`src/rtl/rv32_pkg.sv`:
```
// Shared RV32I decode definitions.
//   - register-address width
//   - base opcode constants
//   - OpClass encoding seen on decode_stage.o_OpClass
//   - immediate-format enum produced by imm_gen
//   - op_class(): opcode -> OpClass; any opcode not listed is ILLEGAL
package rv32_pkg;

  localparam int REG_AW = 5;

  localparam logic [6:0] OPC_LUI    = 7'b0110111;
  localparam logic [6:0] OPC_AUIPC  = 7'b0010111;
  localparam logic [6:0] OPC_JAL    = 7'b1101111;
  localparam logic [6:0] OPC_JALR   = 7'b1100111;
  localparam logic [6:0] OPC_BRANCH = 7'b1100011;
  localparam logic [6:0] OPC_LOAD   = 7'b0000011;
  localparam logic [6:0] OPC_STORE  = 7'b0100011;
  localparam logic [6:0] OPC_OPIMM  = 7'b0010011;
  localparam logic [6:0] OPC_OP     = 7'b0110011;
  localparam logic [6:0] OPC_SYSTEM = 7'b1110011;

  typedef enum logic [3:0] {
    CLS_LUI     = 4'd0,
    CLS_AUIPC   = 4'd1,
    CLS_JAL     = 4'd2,
    CLS_JALR    = 4'd3,
    CLS_BRANCH  = 4'd4,
    CLS_LOAD    = 4'd5,
    CLS_STORE   = 4'd6,
    CLS_OPIMM   = 4'd7,
    CLS_OP      = 4'd8,
    CLS_SYSTEM  = 4'd9,
    CLS_ILLEGAL = 4'd10
  } opclass_e;

  typedef enum logic [2:0] {
    IMM_NONE = 3'd0,
    IMM_I    = 3'd1,
    IMM_S    = 3'd2,
    IMM_B    = 3'd3,
    IMM_U    = 3'd4,
    IMM_J    = 3'd5
  } imm_fmt_e;

  function automatic opclass_e op_class(input logic [6:0] opcode);
    opclass_e cls;
    case (opcode)
      OPC_LUI:    cls = CLS_LUI;
      OPC_AUIPC:  cls = CLS_AUIPC;
      OPC_JAL:    cls = CLS_JAL;
      OPC_JALR:   cls = CLS_JALR;
      OPC_BRANCH: cls = CLS_BRANCH;
      OPC_LOAD:   cls = CLS_LOAD;
      OPC_STORE:  cls = CLS_STORE;
      OPC_OPIMM:  cls = CLS_OPIMM;
      OPC_OP:     cls = CLS_OP;
      OPC_SYSTEM: cls = CLS_SYSTEM;
      default:    cls = CLS_ILLEGAL;
    endcase
    return cls;
  endfunction

endpackage

```
`src/rtl/imm_gen.sv`:
```
// RV32I immediate generator (purely combinational).
// Ports:
//   instr  in   32  instruction word
//   imm    out  32  sign-extended immediate (0 for formats without one)
//   fmt    out   3  immediate format selected from the opcode
module imm_gen
  import rv32_pkg::*;
(
  input  logic [31:0] instr,
  output logic [31:0] imm,
  output imm_fmt_e    fmt
);

  always_comb begin
    fmt = IMM_NONE;
    imm = '0;
    case (op_class(instr[6:0]))
      CLS_OPIMM, CLS_LOAD, CLS_JALR, CLS_SYSTEM: begin
        fmt = IMM_I;
        imm = {{20{instr[31]}}, instr[31:20]};
      end
      CLS_STORE: begin
        fmt = IMM_S;
        imm = {{20{instr[31]}}, instr[31:25], instr[11:7]};
      end
      CLS_BRANCH: begin
        fmt = IMM_B;
        imm = {{19{instr[31]}}, instr[31], instr[7], instr[30:25], instr[11:8], 1'b0};
      end
      CLS_LUI, CLS_AUIPC: begin
        fmt = IMM_U;
        imm = {instr[31:12], 12'b0};
      end
      CLS_JAL: begin
        fmt = IMM_J;
        imm = {{11{instr[31]}}, instr[31], instr[19:12], instr[20], instr[30:21], 1'b0};
      end
      default: begin
        fmt = IMM_NONE;
        imm = '0;
      end
    endcase
  end

endmodule

```
`src/rtl/decode_stage.sv`:
```
// RV32I decode stage between fetch and execute, in front of a register file
// whose read data is registered. Decoded fields are captured on the same edge
// the register file samples o_Rs1/o_Rs2, so both appear together one cycle
// after acceptance.
// Ports:
//   i_Clk, i_Rst (async, active-low)
//   fetch side   : i_Valid, o_Ready, i_Instr, i_PC
//   regfile side : o_Rs1, o_Rs2, i_RData0, i_RData1
//   write-back   : i_WbWE, i_WbRd, i_WbData
//   control      : i_Flush
//   execute side : o_Valid, i_Ready, o_PC, o_Op1, o_Op2, o_Imm, o_Rd,
//                  o_Funct3, o_Funct7b5, o_OpClass, o_IsLoad, o_RegWE, o_Illegal
module decode_stage
  import rv32_pkg::*;
#(
  parameter int          LOAD_USE_STALL = 1,
  parameter logic [31:0] RESET_PC       = 32'h0
) (
  input  logic              i_Clk,
  input  logic              i_Rst,
  input  logic              i_Valid,
  output logic              o_Ready,
  input  logic [31:0]       i_Instr,
  input  logic [31:0]       i_PC,
  output logic [REG_AW-1:0] o_Rs1,
  output logic [REG_AW-1:0] o_Rs2,
  input  logic [31:0]       i_RData0,
  input  logic [31:0]       i_RData1,
  input  logic              i_WbWE,
  input  logic [REG_AW-1:0] i_WbRd,
  input  logic [31:0]       i_WbData,
  input  logic              i_Flush,
  output logic              o_Valid,
  input  logic              i_Ready,
  output logic [31:0]       o_PC,
  output logic [31:0]       o_Op1,
  output logic [31:0]       o_Op2,
  output logic [31:0]       o_Imm,
  output logic [REG_AW-1:0] o_Rd,
  output logic [2:0]        o_Funct3,
  output logic              o_Funct7b5,
  output logic [3:0]        o_OpClass,
  output logic              o_IsLoad,
  output logic              o_RegWE,
  output logic              o_Illegal
);

  // Stall windows longer than 15 cycles are not meaningful for this pipeline.
  localparam int               CNT_W      = 4;
  localparam logic [CNT_W-1:0] STALL_INIT = CNT_W'(LOAD_USE_STALL);

  opclass_e          in_class;
  imm_fmt_e          in_fmt;
  logic [31:0]       in_imm;
  logic              in_use_rs1;
  logic              in_use_rs2;
  logic              in_writes;
  logic [REG_AW-1:0] in_rs1;
  logic [REG_AW-1:0] in_rs2;
  logic [REG_AW-1:0] in_rd;

  logic [REG_AW-1:0] rs1_q;
  logic [REG_AW-1:0] rs2_q;
  logic [REG_AW-1:0] ld_rd_q;
  logic [CNT_W-1:0]  ld_cnt_q;
  logic              byp1_q;
  logic              byp2_q;
  logic [31:0]       byp_data_q;

  logic hazard;
  logic acc;
  logic dispatch_load;

  imm_gen u_imm_gen (
    .instr (i_Instr),
    .imm   (in_imm),
    .fmt   (in_fmt)
  );

  assign in_class = op_class(i_Instr[6:0]);
  assign in_rd    = i_Instr[11:7];

  // Every I-format class reads rs1 only; R/S/B read both; U/J/illegal read none.
  always_comb begin
    in_use_rs2 = (in_class == CLS_BRANCH) || (in_class == CLS_STORE) || (in_class == CLS_OP);
    in_use_rs1 = in_use_rs2 || (in_fmt == IMM_I);
    in_writes  = (in_class == CLS_LUI)   || (in_class == CLS_AUIPC) ||
                 (in_class == CLS_JAL)   || (in_class == CLS_JALR)  ||
                 (in_class == CLS_LOAD)  || (in_class == CLS_OPIMM) ||
                 (in_class == CLS_OP)    ||
                 ((in_class == CLS_SYSTEM) && (i_Instr[14:12] != 3'b000));
  end

  // Unused sources point at x0 so they can never bypass or raise a hazard.
  assign in_rs1 = in_use_rs1 ? i_Instr[19:15] : '0;
  assign in_rs2 = in_use_rs2 ? i_Instr[24:20] : '0;

  assign hazard = (ld_cnt_q != '0) && i_Valid &&
                  ((in_use_rs1 && (in_rs1 == ld_rd_q)) ||
                   (in_use_rs2 && (in_rs2 == ld_rd_q)));

  assign o_Ready = (!o_Valid || i_Ready) && !hazard;
  assign acc     = i_Valid && o_Ready && !i_Flush;

  // While stalled the held sources are re-read every cycle, which keeps the
  // register-file output tracking write-backs to those registers.
  assign o_Rs1 = acc ? in_rs1 : rs1_q;
  assign o_Rs2 = acc ? in_rs2 : rs2_q;

  // The bypass covers the edge where the register file returns the pre-write value.
  assign o_Op1 = byp1_q ? byp_data_q : i_RData0;
  assign o_Op2 = byp2_q ? byp_data_q : i_RData1;

  assign dispatch_load = o_Valid && i_Ready && o_IsLoad && o_RegWE;

  always_ff @(posedge i_Clk or negedge i_Rst) begin
    if (!i_Rst) begin
      o_Valid    <= 1'b0;
      o_PC       <= RESET_PC;
      o_Imm      <= '0;
      o_Rd       <= '0;
      o_Funct3   <= '0;
      o_Funct7b5 <= 1'b0;
      o_OpClass  <= '0;
      o_IsLoad   <= 1'b0;
      o_RegWE    <= 1'b0;
      o_Illegal  <= 1'b0;
      rs1_q      <= '0;
      rs2_q      <= '0;
      byp1_q     <= 1'b0;
      byp2_q     <= 1'b0;
      byp_data_q <= '0;
      ld_rd_q    <= '0;
      ld_cnt_q   <= '0;
    end else begin
      if (i_Flush)                o_Valid <= 1'b0;
      else if (acc)               o_Valid <= 1'b1;
      else if (o_Valid && i_Ready) o_Valid <= 1'b0;

      if (acc) begin
        o_PC       <= i_PC;
        o_Imm      <= in_imm;
        o_Rd       <= in_rd;
        o_Funct3   <= i_Instr[14:12];
        o_Funct7b5 <= i_Instr[30];
        o_OpClass  <= in_class;
        o_IsLoad   <= (in_class == CLS_LOAD);
        o_RegWE    <= in_writes && (in_rd != '0);
        o_Illegal  <= (in_class == CLS_ILLEGAL);
        rs1_q      <= in_rs1;
        rs2_q      <= in_rs2;
      end

      byp1_q     <= i_WbWE && (i_WbRd == o_Rs1) && (o_Rs1 != '0);
      byp2_q     <= i_WbWE && (i_WbRd == o_Rs2) && (o_Rs2 != '0);
      byp_data_q <= i_WbData;

      // A flushed pipeline still lets an already-dispatched load finish,
      // so the window keeps counting through flush.
      if (dispatch_load) begin
        ld_rd_q  <= o_Rd;
        ld_cnt_q <= STALL_INIT;
      end else if (ld_cnt_q != '0) begin
        ld_cnt_q <= ld_cnt_q - 1'b1;
      end
    end
  end

endmodule
```
`config.mk`:
```
export PLATFORM = sky130hd
export DESIGN_NAME = decode_stage
export DESIGN_NICKNAME = d
export VERILOG_FILES = /design/src/rtl/rv32_pkg.sv /design/src/rtl/imm_gen.sv /design/src/rtl/decode_stage.sv
export SDC_FILE = /design/constraint.sdc
export NUM_CORES = 1
export LEC_CHECK = 0
export ABC_AREA = 1
export CAP_MARGIN = 20
export CELL_PAD_IN_SITES_DETAIL_PLACEMENT = 2
export CELL_PAD_IN_SITES_GLOBAL_PLACEMENT = 2
export CORE_MARGIN = 1
export CORE_UTILIZATION = 20
export DETAILED_ROUTE_END_ITERATION = 6
export PLACE_DENSITY_LB_ADDON = 0.1
export REMOVE_ABC_BUFFERS = 1
export SLEW_MARGIN = 30
export SYNTH_ARGS = -nofsm -noshare
export SYNTH_HDL_FRONTEND = slang
export SYNTH_HIERARCHICAL = 1
export SYNTH_SLANG_ARGS = --single-unit
```
`constraint.sdc`:
```
create_clock -name i_Clk -period 2.5 [get_ports i_Clk]
set_input_delay 0.375 -clock i_Clk [delete_from_list [all_inputs] [get_ports i_Clk]]
set_output_delay 0.375 -clock i_Clk [all_outputs]
set_load 0.02 [all_outputs]
```
== Word level (Yosys, flattened, before mapping) ==
Index checks and enable logic that the tools add are counted.
Operators by class
  reductions and logical operators: 41
  equal/unequal tests: 25
  mux-type cells: 14
  add/subtract/negate cells: 1
Operators by type and width (number)
  case mux 32 bit (5 select lines): 1
  2-to-1 mux 32 bit: 2
  case mux 4 bit (10 select lines): 1
  equality test 7 bit, second input constant: 4
  equality test 7 x 6 -> 1 bit, second input constant: 3
  equality test 5 bit: 4
  2-to-1 mux 5 bit: 4
  equality test 4 x 3 -> 1 bit, second input constant: 4
  logical AND 1 bit: 16
  case mux 3 bit (5 select lines): 1
  nonzero test 5 bit: 3
  equality test 7 x 5 -> 1 bit, second input constant: 2
  equality test 4 bit, second input constant: 3
  logical OR 1 bit: 12
  equality test 4 x 2 -> 1 bit, second input constant: 2
  2-to-1 mux 4 bit: 2
  equality test 7 x 2 -> 1 bit, second input constant: 1
  nonzero test 3 bit: 2
  equality test 4 x 1 -> 1 bit, second input constant: 1
  logical NOT 4 bit: 1
  nonzero test 4 bit: 1
  OR reduction 4 bit: 1
  subtractor 4 x 1 -> 4 bit, second input constant: 1
  equality test 3 x 1 -> 1 bit, second input constant: 1
  4 further kinds: 8
Word-level totals
  word-level logic and storage cells: 98
  input port bits: 171
  register bits after elaboration: 134
  output and inout bits: 156

== Depth between registers and ports, before layout ==
  depth after elaboration: 20
  mapped depth: 21
  mapped depth without buffers: 19

== Hierarchy ==
Netlist, hierarchy kept.
Modules (own cells, without submodules)
  decode_stage: sequential area each 3353.2 um2, cells each 688, area an instance 6282.3 um2, times used 1
  imm_gen: sequential area each 0.0 um2, cells each 229, area an instance 985.9 um2, times used 1

== Worst setup path before layout ==
OpenSTA, ideal clock, no wires.
  path kind: in2out
  start: input i_Instr[4]
  end: output o_Rs1[3]
  data arrival time: 2.231 ns
  required time: 2.125 ns
  setup slack: -0.106 ns
  buffers on the path: 2
  stages on the path: 16
  cell sequence: inv_1 > nand2_2 > nor2_4 > buf_4 > nand2_1 > nand2_1 > or2_2 > or3b_2 > nand2_1 > nand2_1 > nand2_2 > nand2_4 > nand3_4 > buf_12 > nand2_1 > nand2_1
Between the ends
  cells in the longest elaborated chain, start to end: 17
  elaborated cells on any way between the ends: 41
  classes of those cells: eq/ne (22); mux (5); reduce/logical (14)
Ends and longest elaborated chain
  from (decl): line decode_stage.sv:23  | input logic [31:0] i_Instr,
  equality test 7 bit, or another cell as far along: line rv32_pkg.sv:47  | case (opcode)
  case mux 4 bit (10 select lines) (*): line rv32_pkg.sv:47
  equality test 4 x 2 -> 1 bit, or another cell as far along: line imm_gen.sv:17  | case (op_class(instr[6:0]))
  OR reduction 4 bit or OR reduction 2 bit (tied branches): line imm_gen.sv:17
  case mux 3 bit (5 select lines) (*): line imm_gen.sv:17
  named net in_fmt[0]: line decode_stage.sv:53  | imm_fmt_e in_fmt;
  equality test 3 x 1 -> 1 bit (*): line decode_stage.sv:86  | in_use_rs1 = in_use_rs2 || (in_fmt == IMM_I);
  logical OR 1 bit (*): line decode_stage.sv:86
  2-to-1 mux 5 bit: line decode_stage.sv:95  | assign in_rs1 = in_use_rs1 ? i_Instr[19:15] : '0;
  equality test 5 bit: line decode_stage.sv:99  | ((in_use_rs1 && (in_rs1 == ld_rd_q)) ||
  logical AND 1 bit: line decode_stage.sv:99
  logical OR 1 bit: line decode_stage.sv:99
  logical AND 1 bit: line decode_stage.sv:98  | assign hazard = (ld_cnt_q != '0) && i_Valid &&
  logical NOT 1 bit: line decode_stage.sv:102  | assign o_Ready = (!o_Valid || i_Ready) && !hazard;
  logical AND 1 bit: line decode_stage.sv:102
  logical AND 1 bit (2 in series): line decode_stage.sv:103  | assign acc = i_Valid && o_Ready && !i_Flush;
  2-to-1 mux 5 bit (*)
  to (decl): line decode_stage.sv:25  | output logic [REG_AW-1:0] o_Rs1,
The timed path passes the listed nets; every way through them passes the cells marked *.

== Final worst setup path ==
  start: input i_Instr[2]
  end: output o_Rs1[4]
The elaborated chain is that of the path after synthesis.

==> summary.txt <==
Status
  • Run status: finished with violations
  • Violated checks: DRC, setup timing

Cells and area
  • Post-Route Utilization: 36.3%
  • Count of placed standard cells in the final layout, fillers left out: 1835
  • Area overhead of the layout relative to synthesis: 78.2%
  • Fillcell total: 4028
  • Layout cell share with drive strength beyond 1: 24.2%
  • Number of nets in the layout: 1529

Global routing
  • Number of global-route vias before repair: 8510
  • First-pass GRT wire length: 51300 um
  • Total congestion overflow: 0
  • Largest net degree at the start of global routing: 79
  • Gr usage total: 18.7%
  • Initial antenna violation count: 6

Critical path
  • Worst setup path class: in -> out
  • WP data arrival: 2310 ps
  • Worst-path maximum fanout: 5
  • Capturing element of the worst setup path: o_Rs1[4]
  • Worst path required time: 2120 ps
  • Critical Path Most Common Cell: sky130_fd_sc_hd__nand2_2
  • Endpoint of the most critical register-to-register path: byp2_q
  • Critical path startpoint: i_Instr[2]
  • Number of buffer and inverter instances along the worst setup path: 4
  • Path depth of the worst reg2reg path: 21
  • Critical Path Max Stage Delay: 400 ps
  • Reg-to-reg startpoint: ld_rd_q[4]
  • Worst-path cell with the longest stage delay: sky130_fd_sc_hd__or3b_4
  • Type of element capturing the critical path: primary output
  • Cell depth of the worst setup path: 16
  • Reg-to-reg slack, setup: -50 ps
  • Cell type group with the largest total delay on the critical path: simple AND/OR/NAND/NOR gates
  • Sort of element at the start of the critical path: input pin
  • Chain of cells forming the critical path: buf_6 -> buf_6 -> nand2_2 -> nor2_2 -> nand2_2 -> nand2_2 -> or2_4 -> or3b_4 -> nand2_4 -> nand2_2 -> nand2_2 -> nand2_4 -> buf_6 -> nand4_1 -> nand2_2 -> buf_6

Drt
  • Remaining number of nets flagged by the antenna check after routing: 0
  • Average wire per standard cell: 19.1 um
  • Vias post-DR: 7840
  • Routed wire length: 35100 um
  • Number of detailed-routing iterations run before antenna repair: 6
  • DRC violations left: 141
  • DR vias/cell: 4.27
  • Initial DRC Count: 247

Place
  • Number of buffers inserted by port buffering: 326
  • Post-DP HPWL: 25900 um
  • Instance count after placement with tap cells included: 1743
  • Final GP Congestion: 0.776

STA
  • Final Skew: 6.78 ps
  • RSZ-0062 raised after global routing: yes
  • Worst setup slack after layout: -182 ps
  • Final hold violation count: 0
  • Peak Freq: 373 MHz
  • Measured slew at the worst slew-check pin: 678 ps
  • Shortest clock period the worst path allows after layout: 2680 ps
  • Post-route fraction of the period consumed by the critical path: 107%
  • Worst hold slack after final layout: 373 ps
  • Final-report max-slew violation count: 0
  • Endpoints failing setup: 17
  • Max-slew headroom: 54.8%

Flow run
  • Number of max-cap violations: 0

CTS
  • Bufs on Longest Clock Path: 2
  • # H-tree levels: 4
  • CTS tree: yes
  • Count of clock tree sinks: 134
  • Clock Latency Late Sink: 440 ps
  • Total clock buffers created by CTS: 17
  • Clk pin slew, worst setup/hold paths: 60 ps
  • Clock root cell: sky130_fd_sc_hd__clkbuf_16

Pwr
  • Fraction of power spent switching nets: 28.6%
  • Clock share of power: 40.1%
  • Relative contribution of combinational cells to total power: 25.1%
  • Power per standard cell area: 552 nW/um^2
  • Lkg Pwr: 6.38 nW
  • Worst vdd rail ir drop: 485 uV
  • Fraction of power consumed by sequential logic: 34.8%
  • Cell internal pwr: 5.10 mW
  • Switching power: 2.04 mW

Synth
  • Combined area of all synthesized cells: 7270 sq um
  • Netlist cell types: 38
  • Portion of the post-synthesis area used by sequential elements: 46.1%
  • Syn Area/Cell: 7.93 sq um
  • Synth Flop Type: sky130_fd_sc_hd__dfrtp_1
  • Synth async-reset ratio: 100%
  • Number of register bits inferred by synthesis: 134
  • Cells after Synth: 917
  • EDFF count, synth: 0
  • Yosys synthesis warning count: 6

Floorplan
  • Starting density of the core: 20.4%
  • Number of core rows: 69
  • Core footprint: 35700 sq um
  • I/O pin total: 327
  • DIE AREA: 37100 sq um
  • Floorplan die width: 193 um
  • Die outline height: 193 um

Hold path
  • Worst hold-check path type: in -> reg
## worst register-to-register path: cells and delay by family, from the launching register on
family                 cells  cell delay, ps
AO/OA/AOI/OAI              1             110
buffers and inverters      6             800
flip-flops                 1             380
AND/OR/NAND/NOR           14            1200
## layout by cell type (no fill, tap or decap), types with 3 or more instances in the layout
cell,n
sky130_fd_sc_hd__nor2_2,9
sky130_fd_sc_hd__a21oi_1,4
sky130_fd_sc_hd__nand2_4,17
sky130_fd_sc_hd__buf_8,3
sky130_fd_sc_hd__nand2_2,27
sky130_fd_sc_hd__mux2_2,64
sky130_fd_sc_hd__nor2_1,65
sky130_fd_sc_hd__nand3_1,75
sky130_fd_sc_hd__inv_4,4
sky130_fd_sc_hd__buf_4,125
sky130_fd_sc_hd__inv_1,56
sky130_fd_sc_hd__o22ai_1,3
sky130_fd_sc_hd__nor2_4,3
sky130_fd_sc_hd__dfrtp_1,134
sky130_fd_sc_hd__bufinv_16,5
sky130_fd_sc_hd__clkbuf_16,19
sky130_fd_sc_hd__buf_6,24
sky130_fd_sc_hd__diode_2,4
sky130_fd_sc_hd__buf_12,8
sky130_fd_sc_hd__clkdlybuf4s50_1,302
sky130_fd_sc_hd__clkinv_2,4
sky130_fd_sc_hd__nand4_1,16
sky130_fd_sc_hd__o21ai_0,16
sky130_fd_sc_hd__nand2_1,348
## power by group through the flow
stage | registers (mW) | clock network [mW] | logic, mW
after floorplan | 2.67 | 0 | 0.504
after global placement | 2.52 | 0 | 1.71
after detailed placement | 2.52 | 0 | 1.74
after CTS | 2.49 | 2.98 | 1.81
after global routing | 2.51 | 3.06 | 1.95
final | 2.49 | 2.86 | 1.80
## cell usage after synthesis (2+ instances only)
library cell	instances	area, sq um
sky130_fd_sc_hd__clkinv_1	2	7.51
sky130_fd_sc_hd__nand2_1	377	1420
sky130_fd_sc_hd__nand4_1	16	100
sky130_fd_sc_hd__dfrtp_1	134	3350
sky130_fd_sc_hd__buf_2	19	95.1
sky130_fd_sc_hd__nor2_1	71	267
sky130_fd_sc_hd__buf_4	4	30.0
sky130_fd_sc_hd__xnor2_1	2	17.5
sky130_fd_sc_hd__o22ai_1	3	18.8
sky130_fd_sc_hd__or2_2	2	12.5
sky130_fd_sc_hd__nand3_1	75	375
sky130_fd_sc_hd__nor2_4	2	22.5
sky130_fd_sc_hd__o311ai_0	2	17.5
sky130_fd_sc_hd__clkbuf_1	10	37.5
sky130_fd_sc_hd__nor2_2	4	25.0
sky130_fd_sc_hd__o21a_1	2	15.0
sky130_fd_sc_hd__o211ai_1	2	15.0
sky130_fd_sc_hd__nand2_4	6	67.6
sky130_fd_sc_hd__o21ai_0	16	80.1
sky130_fd_sc_hd__buf_6	8	90.1
sky130_fd_sc_hd__a21oi_1	4	20.0
sky130_fd_sc_hd__inv_1	61	229
sky130_fd_sc_hd__nand3_2	2	20.0
sky130_fd_sc_hd__inv_2	2	7.51
sky130_fd_sc_hd__mux2_2	64	721
sky130_fd_sc_hd__buf_1	6	22.5
sky130_fd_sc_hd__nand2_2	10	62.6
## worst min path at each step
stage,cells past startpoint,startpoint,to
floorplan,0,i_Rst,byp1_q
global placement,1,i_Rst,byp_data_q[23]
detailed placement,1,i_Rst,byp_data_q[30]
CTS,1,i_WbData[20],byp_data_q[20]
global route,1,i_WbData[12],byp_data_q[12]
finish,1,i_WbData[20],byp_data_q[20]
## cells by family (layout without fill, tap and decap cells)
family | Yosys count | after routing | synth area share [%]
AO/OA/AOI/OAI | 34 | 34 | 2.98
multiplexers | 64 | 64 | 9.92
AND/OR/NAND/NOR | 568 | 568 | 33.0
other | 0 | 4 | 0
buffers and inverters | 113 | 566 | 7.42
XOR/XNOR | 3 | 3 | 0.362
flip-flops | 134 | 134 | 46.1
adder cells (fa/ha/maj) | 1 | 1 | 0.172
## registers in the layout, summed over array words and instances (netlist names)
signal      flops
o_RegWE         1
byp1_q          1
o_Funct7b5      1
o_Funct3        3
rs2_q           5
o_PC           32
o_Imm          32
rs1_q           5
o_Rd            5
o_OpClass       4
o_IsLoad        1
o_Illegal       1
ld_cnt_q        4
byp2_q          1
o_Valid         1
ld_rd_q         5
byp_data_q     32
## metal layers
metal	GRT usage [%]	part of all wire [%]
met5	0	0.066
met4	5.33	1.5
met3	6.69	9.5
met2	33.3	51
met1	20.6	38
## area by class of cell
| cell class | count | area (sq um) | share of cell area, % |
|---|---|---|---|
| Inverter | 65 | 262 | 2.02 |
| Antenna cell | 4 | 10.0 | 0.0773 |
| Timing Repair Buffer | 469 | 4530 | 35.0 |
| Clock buffer | 19 | 453 | 3.50 |
| Tap cell | 461 | 577 | 4.45 |
| Clock inverter | 13 | 203 | 1.57 |
| Multi-Input combinational cell | 670 | 3560 | 27.5 |
| Sequential cell | 134 | 3350 | 25.9 |
## what timing repair did
action,4_1_cts,5_1_grt
gates cloned,1,2
resized for setup,156,30
hold buffers,1,0
pin swaps,29,20
endpoints found under the hold margin,56,0
setup endpoints to repair,94,94
buffers inserted,48,7
## per-stage QoR
step                worst slack (ps)  cell area (sq um)  setup TNS [ps]  power [mW]
global route                    -295              12900          -11660        7.52
floorplan                      -1790               6970         -134250        3.17
detailed placement             -1310              11500         -109810        4.26
finish                          -182              12900           -1670        7.14
CTS                             -155              12800           -1500        7.28
global placement               -1220              11500         -104560        4.23
No activity file was read; power rests on OpenSTA's default activity.
